<file path="config.mk">
export PLATFORM = sky130hd
export DESIGN_NAME = motor_drive_ctrl
export DESIGN_NICKNAME = d
export VERILOG_FILES = /design/src/rtl/motor_drive_ctrl.sv
export SDC_FILE = /design/constraint.sdc
export NUM_CORES = 1
export LEC_CHECK = 0
export ABC_AREA = 1
export CORE_MARGIN = 2
export CORE_UTILIZATION = 54
export CTS_BUF_LIST = sky130_fd_sc_hd__clkbuf_8
export DETAILED_ROUTE_END_ITERATION = 10
export PLACE_DENSITY = 0.75
export RECOVER_POWER = 25
export SLEW_MARGIN = 10
export SYNTH_ARGS = -nofsm -noshare
export SYNTH_HDL_FRONTEND = slang
export SYNTH_SLANG_ARGS = --single-unit
export TNS_END_PERCENT = 50
</file>
<file path="constraint.sdc">
create_clock -name clk -period 2.6 [get_ports clk]
set_clock_uncertainty 0.1 [all_clocks]
set_input_delay 0.52 -clock clk [delete_from_list [all_inputs] [get_ports clk]]
set_output_delay 0.52 -clock clk [all_outputs]
set_load 0.01 [all_outputs]
</file>
<file path="src/rtl/motor_drive_ctrl.sv">
// Line-tracker motor drive: debounces the 2-bit position code and runs the drive/search FSM.
// Generates slew-limited PWM duty plus H-bridge direction pins for both wheels.
`timescale 1ns/1ps
module motor_drive_ctrl #(
    parameter int PWM_PERIOD   = 1024,
    parameter int DUTY_FAST    = 1000,
    parameter int DUTY_SLOW    = 600,
    parameter int RAMP_STEP    = 64,
    parameter int DEBOUNCE     = 4,
    parameter int LOST_TIMEOUT = 100000000
) (
    input  logic       clk,
    input  logic       reset,
    input  logic [1:0] state,
    input  logic       enable,
    output logic       left_pwm,
    output logic       right_pwm,
    output logic [1:0] left_dir,
    output logic [1:0] right_dir,
    output logic [2:0] mode
);
    localparam int CW = $clog2(PWM_PERIOD + 1);
    localparam int LW = $clog2(LOST_TIMEOUT + 1);
    localparam int DW = $clog2(DEBOUNCE + 1);

    localparam logic [CW-1:0] CNT_MAX  = CW'(PWM_PERIOD - 1);
    localparam logic [CW-1:0] D_FAST   = CW'(DUTY_FAST);
    localparam logic [CW-1:0] D_SLOW   = CW'(DUTY_SLOW);
    localparam logic [CW-1:0] STEP     = CW'(RAMP_STEP);
    localparam logic [DW-1:0] DB_MAX   = DW'(DEBOUNCE);
    localparam logic [LW-1:0] LOST_MAX = LW'(LOST_TIMEOUT - 1);

    localparam logic [2:0] S_IDLE   = 3'd0;
    localparam logic [2:0] S_STOP   = 3'd1;
    localparam logic [2:0] S_FWD    = 3'd2;
    localparam logic [2:0] S_LEFT   = 3'd3;
    localparam logic [2:0] S_RIGHT  = 3'd4;
    localparam logic [2:0] S_SEARCH = 3'd5;

    localparam logic [1:0] DIR_FWD   = 2'b10;
    localparam logic [1:0] DIR_COAST = 2'b00;

    logic [1:0]    cand_q, cand_d, cmd_q, cmd_d;
    logic [DW-1:0] dbc_q, dbc_d;
    logic [2:0]    mode_q, mode_d;
    logic [LW-1:0] lost_q, lost_d;
    logic [CW-1:0] tgt_l_q, tgt_l_d, tgt_r_q, tgt_r_d;
    logic [CW-1:0] cnt_q, cnt_d, duty_l_q, duty_l_d, duty_r_q, duty_r_d;
    logic          pwm_l_q, pwm_l_d, pwm_r_q, pwm_r_d;
    logic [1:0]    dir_l_q, dir_l_d, dir_r_q, dir_r_d;

    function automatic logic [2:0] cmd_state(input logic [1:0] c);
        case (c)
            2'b11:   cmd_state = S_FWD;
            2'b01:   cmd_state = S_LEFT;
            2'b10:   cmd_state = S_RIGHT;
            default: cmd_state = S_STOP;
        endcase
    endfunction

    // Step toward the target without overshooting; cur+STEP cannot exceed tgt here.
    function automatic logic [CW-1:0] ramp(input logic [CW-1:0] cur, input logic [CW-1:0] tgt);
        if (cur < tgt) begin
            ramp = ((tgt - cur) > STEP) ? cur + STEP : tgt;
        end else if (cur > tgt) begin
            ramp = ((cur - tgt) > STEP) ? cur - STEP : tgt;
        end else begin
            ramp = cur;
        end
    endfunction

    function automatic logic [1:0] side_dir(input logic [2:0] m, input logic [CW-1:0] duty);
        if (m == S_IDLE) begin
            side_dir = DIR_COAST;
        end else if ((m != S_STOP) || (duty != {CW{1'b0}})) begin
            side_dir = DIR_FWD;
        end else begin
            side_dir = DIR_COAST;
        end
    endfunction

    // Code debounce: cmd follows only after DEBOUNCE identical consecutive samples.
    always_comb begin
        cand_d = cand_q;
        dbc_d  = dbc_q;
        cmd_d  = cmd_q;
        if (state != cand_q) begin
            cand_d = state;
            dbc_d  = DW'(1);
            if (DEBOUNCE == 1) begin
                cmd_d = state;
            end else begin
                cmd_d = cmd_q;
            end
        end else begin
            dbc_d = (dbc_q != DB_MAX) ? dbc_q + DW'(1) : dbc_q;
            if (dbc_d == DB_MAX) begin
                cmd_d = cand_q;
            end else begin
                cmd_d = cmd_q;
            end
        end
    end

    // Drive FSM, lost-line timer and per-wheel duty targets.
    always_comb begin
        mode_d  = mode_q;
        lost_d  = lost_q;
        tgt_l_d = tgt_l_q;
        tgt_r_d = tgt_r_q;
        if (!enable) begin
            mode_d = S_IDLE;
        end else begin
            case (mode_q)
                S_IDLE: mode_d = S_STOP;
                S_STOP: mode_d = cmd_state(cmd_q);
                S_FWD, S_LEFT, S_RIGHT: begin
                    if (cmd_q == 2'b00) begin
                        mode_d = S_SEARCH;
                        lost_d = {LW{1'b0}};
                    end else begin
                        mode_d = cmd_state(cmd_q);
                    end
                end
                S_SEARCH: begin
                    if (cmd_q != 2'b00) begin
                        mode_d = cmd_state(cmd_q);
                        lost_d = {LW{1'b0}};
                    end else if (lost_q == LOST_MAX) begin
                        mode_d = S_STOP;
                    end else begin
                        lost_d = lost_q + LW'(1);
                    end
                end
                default: mode_d = S_IDLE;
            endcase
        end
        // SEARCH keeps whatever the wheels were last aiming for.
        case (mode_d)
            S_FWD:    begin tgt_l_d = D_FAST; tgt_r_d = D_FAST; end
            S_LEFT:   begin tgt_l_d = D_SLOW; tgt_r_d = D_FAST; end
            S_RIGHT:  begin tgt_l_d = D_FAST; tgt_r_d = D_SLOW; end
            S_SEARCH: begin tgt_l_d = tgt_l_q; tgt_r_d = tgt_r_q; end
            default:  begin tgt_l_d = {CW{1'b0}}; tgt_r_d = {CW{1'b0}}; end
        endcase
    end

    // PWM counter, period-boundary duty ramp and output pin decode.
    always_comb begin
        cnt_d = (cnt_q == CNT_MAX) ? {CW{1'b0}} : cnt_q + CW'(1);
        if (mode_d == S_IDLE) begin
            duty_l_d = {CW{1'b0}};
            duty_r_d = {CW{1'b0}};
        end else if (cnt_q == CNT_MAX) begin
            duty_l_d = ramp(duty_l_q, tgt_l_q);
            duty_r_d = ramp(duty_r_q, tgt_r_q);
        end else begin
            duty_l_d = duty_l_q;
            duty_r_d = duty_r_q;
        end
        pwm_l_d = (mode_d != S_IDLE) && (cnt_q < duty_l_q);
        pwm_r_d = (mode_d != S_IDLE) && (cnt_q < duty_r_q);
        dir_l_d = side_dir(mode_d, duty_l_d);
        dir_r_d = side_dir(mode_d, duty_r_d);
    end

    // State and output registers.
    always_ff @(posedge clk or negedge reset) begin
        if (!reset) begin
            cand_q   <= 2'b00;
            dbc_q    <= {DW{1'b0}};
            cmd_q    <= 2'b00;
            mode_q   <= S_IDLE;
            lost_q   <= {LW{1'b0}};
            tgt_l_q  <= {CW{1'b0}};
            tgt_r_q  <= {CW{1'b0}};
            cnt_q    <= {CW{1'b0}};
            duty_l_q <= {CW{1'b0}};
            duty_r_q <= {CW{1'b0}};
            pwm_l_q  <= 1'b0;
            pwm_r_q  <= 1'b0;
            dir_l_q  <= DIR_COAST;
            dir_r_q  <= DIR_COAST;
        end else begin
            cand_q   <= cand_d;
            dbc_q    <= dbc_d;
            cmd_q    <= cmd_d;
            mode_q   <= mode_d;
            lost_q   <= lost_d;
            tgt_l_q  <= tgt_l_d;
            tgt_r_q  <= tgt_r_d;
            cnt_q    <= cnt_d;
            duty_l_q <= duty_l_d;
            duty_r_q <= duty_r_d;
            pwm_l_q  <= pwm_l_d;
            pwm_r_q  <= pwm_r_d;
            dir_l_q  <= dir_l_d;
            dir_r_q  <= dir_r_d;
        end
    end

    assign left_pwm  = pwm_l_q;
    assign right_pwm = pwm_r_q;
    assign left_dir  = dir_l_q;
    assign right_dir = dir_r_q;
    assign mode      = mode_q;
endmodule

</file>
Word level (Yosys, flattened, before mapping)
Index checks and enable logic that the tools add are counted.

storage, ports and cells
  output and inout port bits = 9
  memories = 0
  bits in latches = 0
  memory bits (read-only) = 0
  memory bits (writable) = 0
  logic and storage cells = 104
  input port bits = 5
  bits in registers = 98

operators by class
  div/mod/pow operators = 0
  multiply operators = 0
  add/subtract/negate cells = 11
  shift operators = 0
  equal/unequal tests = 20
  muxes and demuxes = 31
  reduce and logical (&&, ||, !) cells = 17
  order comparisons = 10
  bitwise operators = 1

operator list
  operator                                                                number
  11-bit two-way mux                                                      13
  27-bit two-way mux                                                      3
  11-bit case mux with 3 select lines                                     2
  27-bit case mux with 2 select lines                                     1
  11-bit by 7-bit > comparator with 1-bit output (second input constant)  4
  11-bit less-than comparator                                             4
  11-bit subtractor                                                       4
  27-bit by 1-bit adder with 27-bit output (second input constant)        1
  27-bit == test (second input constant)                                  1
  11-bit by 7-bit adder with 11-bit output (second input constant)        2
  11-bit > comparator                                                     2
  11-bit nonzero test                                                     2
  11-bit by 7-bit subtractor with 11-bit output (second input constant)   2
  3-bit two-way mux                                                       6
  3-bit == test (second input constant)                                   5
  3-bit by 2-bit == test with 1-bit output (second input constant)        4
  3-bit case mux with 4 select lines                                      1
  11-bit by 1-bit adder with 11-bit output (second input constant)        1
  11-bit by 10-bit == test with 1-bit output (second input constant)      1
  3-bit case mux with 3 select lines                                      1
  2-bit two-way mux                                                       4
  3-bit zero test                                                         2
  3-bit inequality test (second input constant)                           2
  2-bit == test (second input constant)                                   2
  other kinds (16)                                                        20

Longest topological paths before layout
  depth in word-level cells = 11
  gate-level depth with buffers = 23
  mapped depth without buffers = 23

Least setup slack after synthesis
Ideal clock, no wire load.

  path kind = reg2reg
  from = register tgt_l_q[6]
  to = register dir_l_q[1], in the netlist left_dir[1]
  cell stages (with the launch flop) = 21
  arrival time = 2,432 ps
  slack = -64 ps
  library setup time = 131 ps
  clock period less this slack = 2,664 ps
  buffers on the path = 0
  required time = 2,369 ps
  path through = dfrtp_1 -> ha_1 -> fa_1 -> inv_1 -> nand2_1 -> nand3_1 -> nand3_1 -> nand3_4 -> nand2_2 -> clkinv_2 -> nand3_2 -> a21oi_2 -> nand2_1 -> nand2_1 -> nand2_1 -> nand2_1 -> nand2_1 -> nor2_1 -> nand2_1 -> nor2_1 -> nor2_1

between the ends
  cells in the longest elaborated chain, start to end = 11
  elaborated cells between the ends (all ways) = 16
  classes of those cells = 2 x add/sub; 4 x order compare; 8 x mux; 2 x reduce/logical

ends and longest elaborated chain
  what                                            line  text
  start: declaration                              47    logic [CW-1:0] tgt_l_q, tgt_l_d, tgt_r_q, tgt_r_d;
  start signal: assignment                        175   tgt_l_q <= {CW{1'b0}};
  start signal: assignment                        190   tgt_l_q <= tgt_l_d;
  11-bit subtractor                               66    ramp = ((cur - tgt) > STEP) ? cur - STEP : tgt;
  11-bit by 7-bit > comparator with 1-bit output  66
  11-bit two-way mux                              66
  11-bit two-way mux                              65    end else if (cur > tgt) begin
  11-bit two-way mux *                            63    if (cur < tgt) begin
  11-bit two-way mux *                            154   end else if (cnt_q == CNT_MAX) begin
  11-bit two-way mux *                            151   if (mode_d == S_IDLE) begin
  11-bit nonzero test *                           75    end else if ((m != S_STOP) || (duty != {CW{1'b0}})) begin
  1-bit logical OR *                              75
  2-bit two-way mux *                             75
  2-bit two-way mux *                             73    if (m == S_IDLE) begin
  via dir_l_d[1]                                  50    logic [1:0] dir_l_q, dir_l_d, dir_r_q, dir_r_d;
  end signal: assignment                          197   dir_l_q <= dir_l_d;
  end: declaration                                50

The timed path passes the listed nets; every way through them passes the cells marked *.
A chain may end at the register's enable or synchronous reset.

Final worst setup path
Same ends and word-level chain as after synthesis.

==> impl_results.rst <==
.. list-table::
   :header-rows: 1

   * - Metric
     - Value
   * - Worst-margin pin slew
     - between 1 and 1.5 ns
   * - Library cell used as clock root buffer
     - clkbuf_8
   * - Minimum setup slack among reg-to-reg paths
     - -0.22 ns
   * - Netlist Area Pre-Place
     - roughly 7000 sq um
   * - Count of cells along the worst register-to-register path
     - 19
   * - GRT overflow
     - 0
   * - Final hold violation count
     - 0
   * - Most utilized layer in the global route result
     - met2
   * - Type of destination of the critical path
     - flop
   * - Design internal power
     - ~3.4 mW
   * - Peak VDD IR
     - ~0.39 mV
   * - DRC violation total after the first TritonRoute iteration
     - 647
   * - Placed cell count
     - around 1,400
   * - Max_slew headroom
     - approximately a quarter
   * - Dpl hpwl
     - around 15,000 um
   * - Number of synthesized flops with an enable pin
     - 0
   * - Clock-pin slew of the registers on the worst-case setup and hold paths
     - around 0.090 ns
   * - Synthesis-to-layout area growth
     - 34.7%
   * - Peak clock frequency supported by timing
     - 355 MHz
   * - Most frequent cell on the critical path
     - nand2_1
   * - Total Die Area
     - between 10,000 and 15,000 sq um
   * - Number of buffers inserted during clock tree synthesis
     - 9
   * - Number of nets with antenna violations after detailed routing
     - 0
   * - Antenna diode count
     - 0
   * - Avg WL per Cell
     - about 15 um
   * - Warnings, synthesis
     - 0
   * - Via density
     - 5.46
   * - Initial cell density of the core
     - 55.3%
   * - Max clock buf depth
     - 2
   * - Reg-to-Reg Start
     - tgt_l_q[6]
   * - Number of levels the H-tree was split into
     - 3
   * - Place WS
     - -0.305 ns
   * - CTS tree
     - done
   * - Switching share of power
     - 47.5%
   * - Global Route met2 Usage
     - 46.7%
   * - Portion of the clock cycle consumed by the worst path in the final layout
     - 108%
   * - RR Endpoint
     - left_dir[1]
   * - Number of instances in the synthesized netlist
     - 1,050
   * - Filler cells
     - between 900 and 1,000
   * - Critical Path Source Type
     - flop
   * - Fraction of registers with async set/reset
     - 100%
   * - Post-Place Cell Area
     - around 8300 sq um
   * - Clock latency reported for the late side of the worst-skew pair
     - approximately 0.38 ns
   * - Cell area after layout
     - approximately 9400 sq um
   * - Met1 routing resource usage after global routing
     - 39.1%
   * - Cts hold-fix bufs
     - 0
   * - Share of power burned in combinational logic
     - around two thirds
   * - Global Route Usage Sum
     - 28.1%
   * - Unrepaired setup endpoints after global routing
     - yes
   * - Die span in x
     - 118 um
   * - Met3 demand-to-capacity share in global routing
     - under 10%
   * - Max-Cap Viols
     - 0
   * - Die Span Y
     - approximately 120 um
   * - Cell-by-cell trace of the critical path
     - buf_6 > ha_4 > fa_2 > inv_2 > nand2_4 > nand3_4 > nand3_2 > nand2_1 > nand2_2 > nor2_4 > nand4_1 > nand3_1 > nand2_1 > o21ai_2 > nand2_1 > nor2_2 > nand2_1 > nor2_1 > nor2_1
   * - Aggregate routed wire length
     - between 20,000 and 25,000 um
   * - Slowest-stage cell, CP
     - dfrtp_1
   * - Library cells used by synthesis
     - 52
   * - Result of the run
     - finished, violations left
   * - Main flop type after synthesis
     - dfrtp_1
   * - Non-Filler Instances
     - between 1,000 and 1,500
   * - Switch Pwr
     - between 3 and 4 mW
   * - DRT Pass-1 Iters
     - 5
   * - Worst path setup slack after routing
     - -0.218 ns
   * - PortBufs
     - 11
   * - Via count of the first global-routing pass
     - roughly 6,900
   * - Number of max-slew violations in the final report
     - 0
   * - Placeable Area
     - around 13,000 sq um
   * - Portion of total power attributed to sequential cells
     - between 20% and 30%
   * - Register bit total from synthesis
     - 80
   * - Power density relative to cell area
     - between 600 and 700 nW/um^2
   * - Aggregate negative setup slack
     - -1.04 ns
   * - Final setup vio count
     - 9
   * - Proportion of layout cells with a drive suffix above 1
     - 29.7%
   * - Net count, final
     - 1,290
   * - CP Data Required Time
     - roughly 2.8 ns
   * - Proportion of synthesized chip area in sequential cells
     - 28.7%
   * - Arrival time of data at the critical path endpoint
     - around 3.0 ns
   * - Avg Synthesized Cell Area
     - between 6 and 7 sq um
   * - Floorplan row count
     - roughly 40
   * - Classification of the worst setup path
     - flop to flop
   * - Reported leakage power
     - about 4.9 nW
   * - Ports
     - 14
   * - Number of antenna violations at the first check in global routing
     - 0
   * - Fin crit period
     - 2.82 ns
   * - Class of the most critical hold timing path
     - input port to asynchronous set/reset pin
   * - Relative contribution of the clock network to total power
     - about 14%
   * - Total via count after detailed routing
     - ~7,700
   * - Largest net degree at the start of global routing
     - 40
   * - Max FO, Critical Path
     - 5
   * - TritonCTS Sinks
     - 80
   * - Failing checks
     - negative setup slack
   * - Global-route wire length before repair
     - 32,200 um
   * - Routability congestion estimate from global placement
     - about 0.99
   * - Biggest cell delay along the critical path
     - 0.41 ns
   * - Residual DRC
     - 0
## critical path, delay by kind of cell, from the launching register on
kind / cells / cell delay (ns)
AND/OR/NAND/NOR: 14 / 1.28
adder cells (fa/ha/maj): 2 / 0.52
flip-flops: 1 / 0.41
buffers and inverters: 2 / 0.24
AO/OA/AOI/OAI: 1 / 0.15
## power groups by stage
stage	logic [mW]	clock network, mW	registers [mW]
2_1_floorplan	2.11	0	1.39
3_3_place_gp	3.17	0	1.39
3_5_place_dp	3.21	0	1.39
4_1_cts	3.55	0.917	1.36
5_1_grt	4.64	0.971	1.38
6_report	4.28	0.898	1.37
## layout by cell type (no fill, tap or decap), types with 16 or more instances in the layout
master and n:
nand2_1 255, buf_4 157, inv_1 155, nand3_1 91, dfrtp_1 79, nor2_1 61, a21oi_1 54, nand2_2 44
ha_1 39, o21ai_0 30, nand4_1 21, nor3_1 18, xor2_1 17, inv_2 17, nor2_2 16, nand3_2 16
## routing by layer
metal  part of all wire (%)  wire length [um]  vias to the layer above
met3                    6.3              1330                       53
li1                       -                 -                     3730
met1                     43              9150                     3583
met2                     48             10200                      292
met5                      0                 0                        -
met4                    2.3               494                        0
## state kept, by name (all words and copies together), names as in the netlist, 2 cells and up
signal / count
cnt_q: 11
tgt_l_q: 3
cand_q: 2
cmd_q: 2
duty_l_q: 11
mode: 3
dbc_q: 3
lost_q: 27
tgt_r_q: 3
duty_r_q: 11
## cell usage after synthesis (all sizes together), types with 5 or more instances
cell      n  area, sq um
nand2   309         1200
inv     173          649
nand3   114          618
nor2     90          378
dfrtp    80         2000
a21oi    67          350
ha       58          726
o21ai    36          184
nand4    21          131
nor3     21          120
xor2     18          158
buf      12         76.3
nor4      7         50.1
clkbuf    5         18.8
xnor2     5         43.8
## final cells by class
| cell class | count | area, sq um | share of cell area [%] |
|---|---|---|---|
| Multi-Input combinational cell | 778 | 4890 | 52.0 |
| Tap cell | 172 | 215 | 2.29 |
| Clock inverter | 6 | 51.3 | 0.546 |
| Inverter | 177 | 677 | 7.20 |
| Timing Repair Buffer | 179 | 1430 | 15.2 |
| Sequential cell | 80 | 2000 | 21.3 |
| Clock buffer | 10 | 138 | 1.46 |
## logic make-up (layout without fill, tap and decap cells)
kind of cell             after synthesis  count (layout)  synth area share, %
multiplexers                           1               1                0.161
adder cells (fa/ha/maj)               60              60                 11.0
AND/OR/NAND/NOR                      571             572                 36.8
AO/OA/AOI/OAI                        120             120                 9.54
flip-flops                            80              80                 28.7
XOR/XNOR                              23              23                 2.89
buffers and inverters                194             372                 10.9
other                                  1               2               0.0537
## how the worst max path moves through the flow
stage	start	to	cells after the start
finish	tgt_l_q[6]	left_dir[1]	19
global route	tgt_l_q[6]	left_dir[1]	19
CTS	tgt_r_q[6]	right_dir[1]	19
detailed placement	tgt_l_q[6]	left_dir[1]	21
global placement	tgt_r_q[6]	right_dir[1]	20
floorplan	tgt_r_q[6]	right_dir[1]	20
## per-stage QoR
step | util (%) | hold WS (ns) | total power, mW
after floorplan | - | 0.124 | 3.50
after global placement | 65.8 | 0.381 | 4.56
after detailed placement | 65.8 | 0.412 | 4.60
after CTS | 69.7 | 0.0379 | 5.83
after global routing | 74.5 | 0.294 | 6.99
final | 74.5 | 0.240 | 6.55
## what timing repair did
item,in CTS,in global routing
pin swaps,22,58
gates cloned,0,1
resized for setup,64,113
endpoints found under the hold margin,0,0
setup endpoints to repair,18,25
setup buffers,6,23
Note: power is estimated with default switching activity, not from simulation.
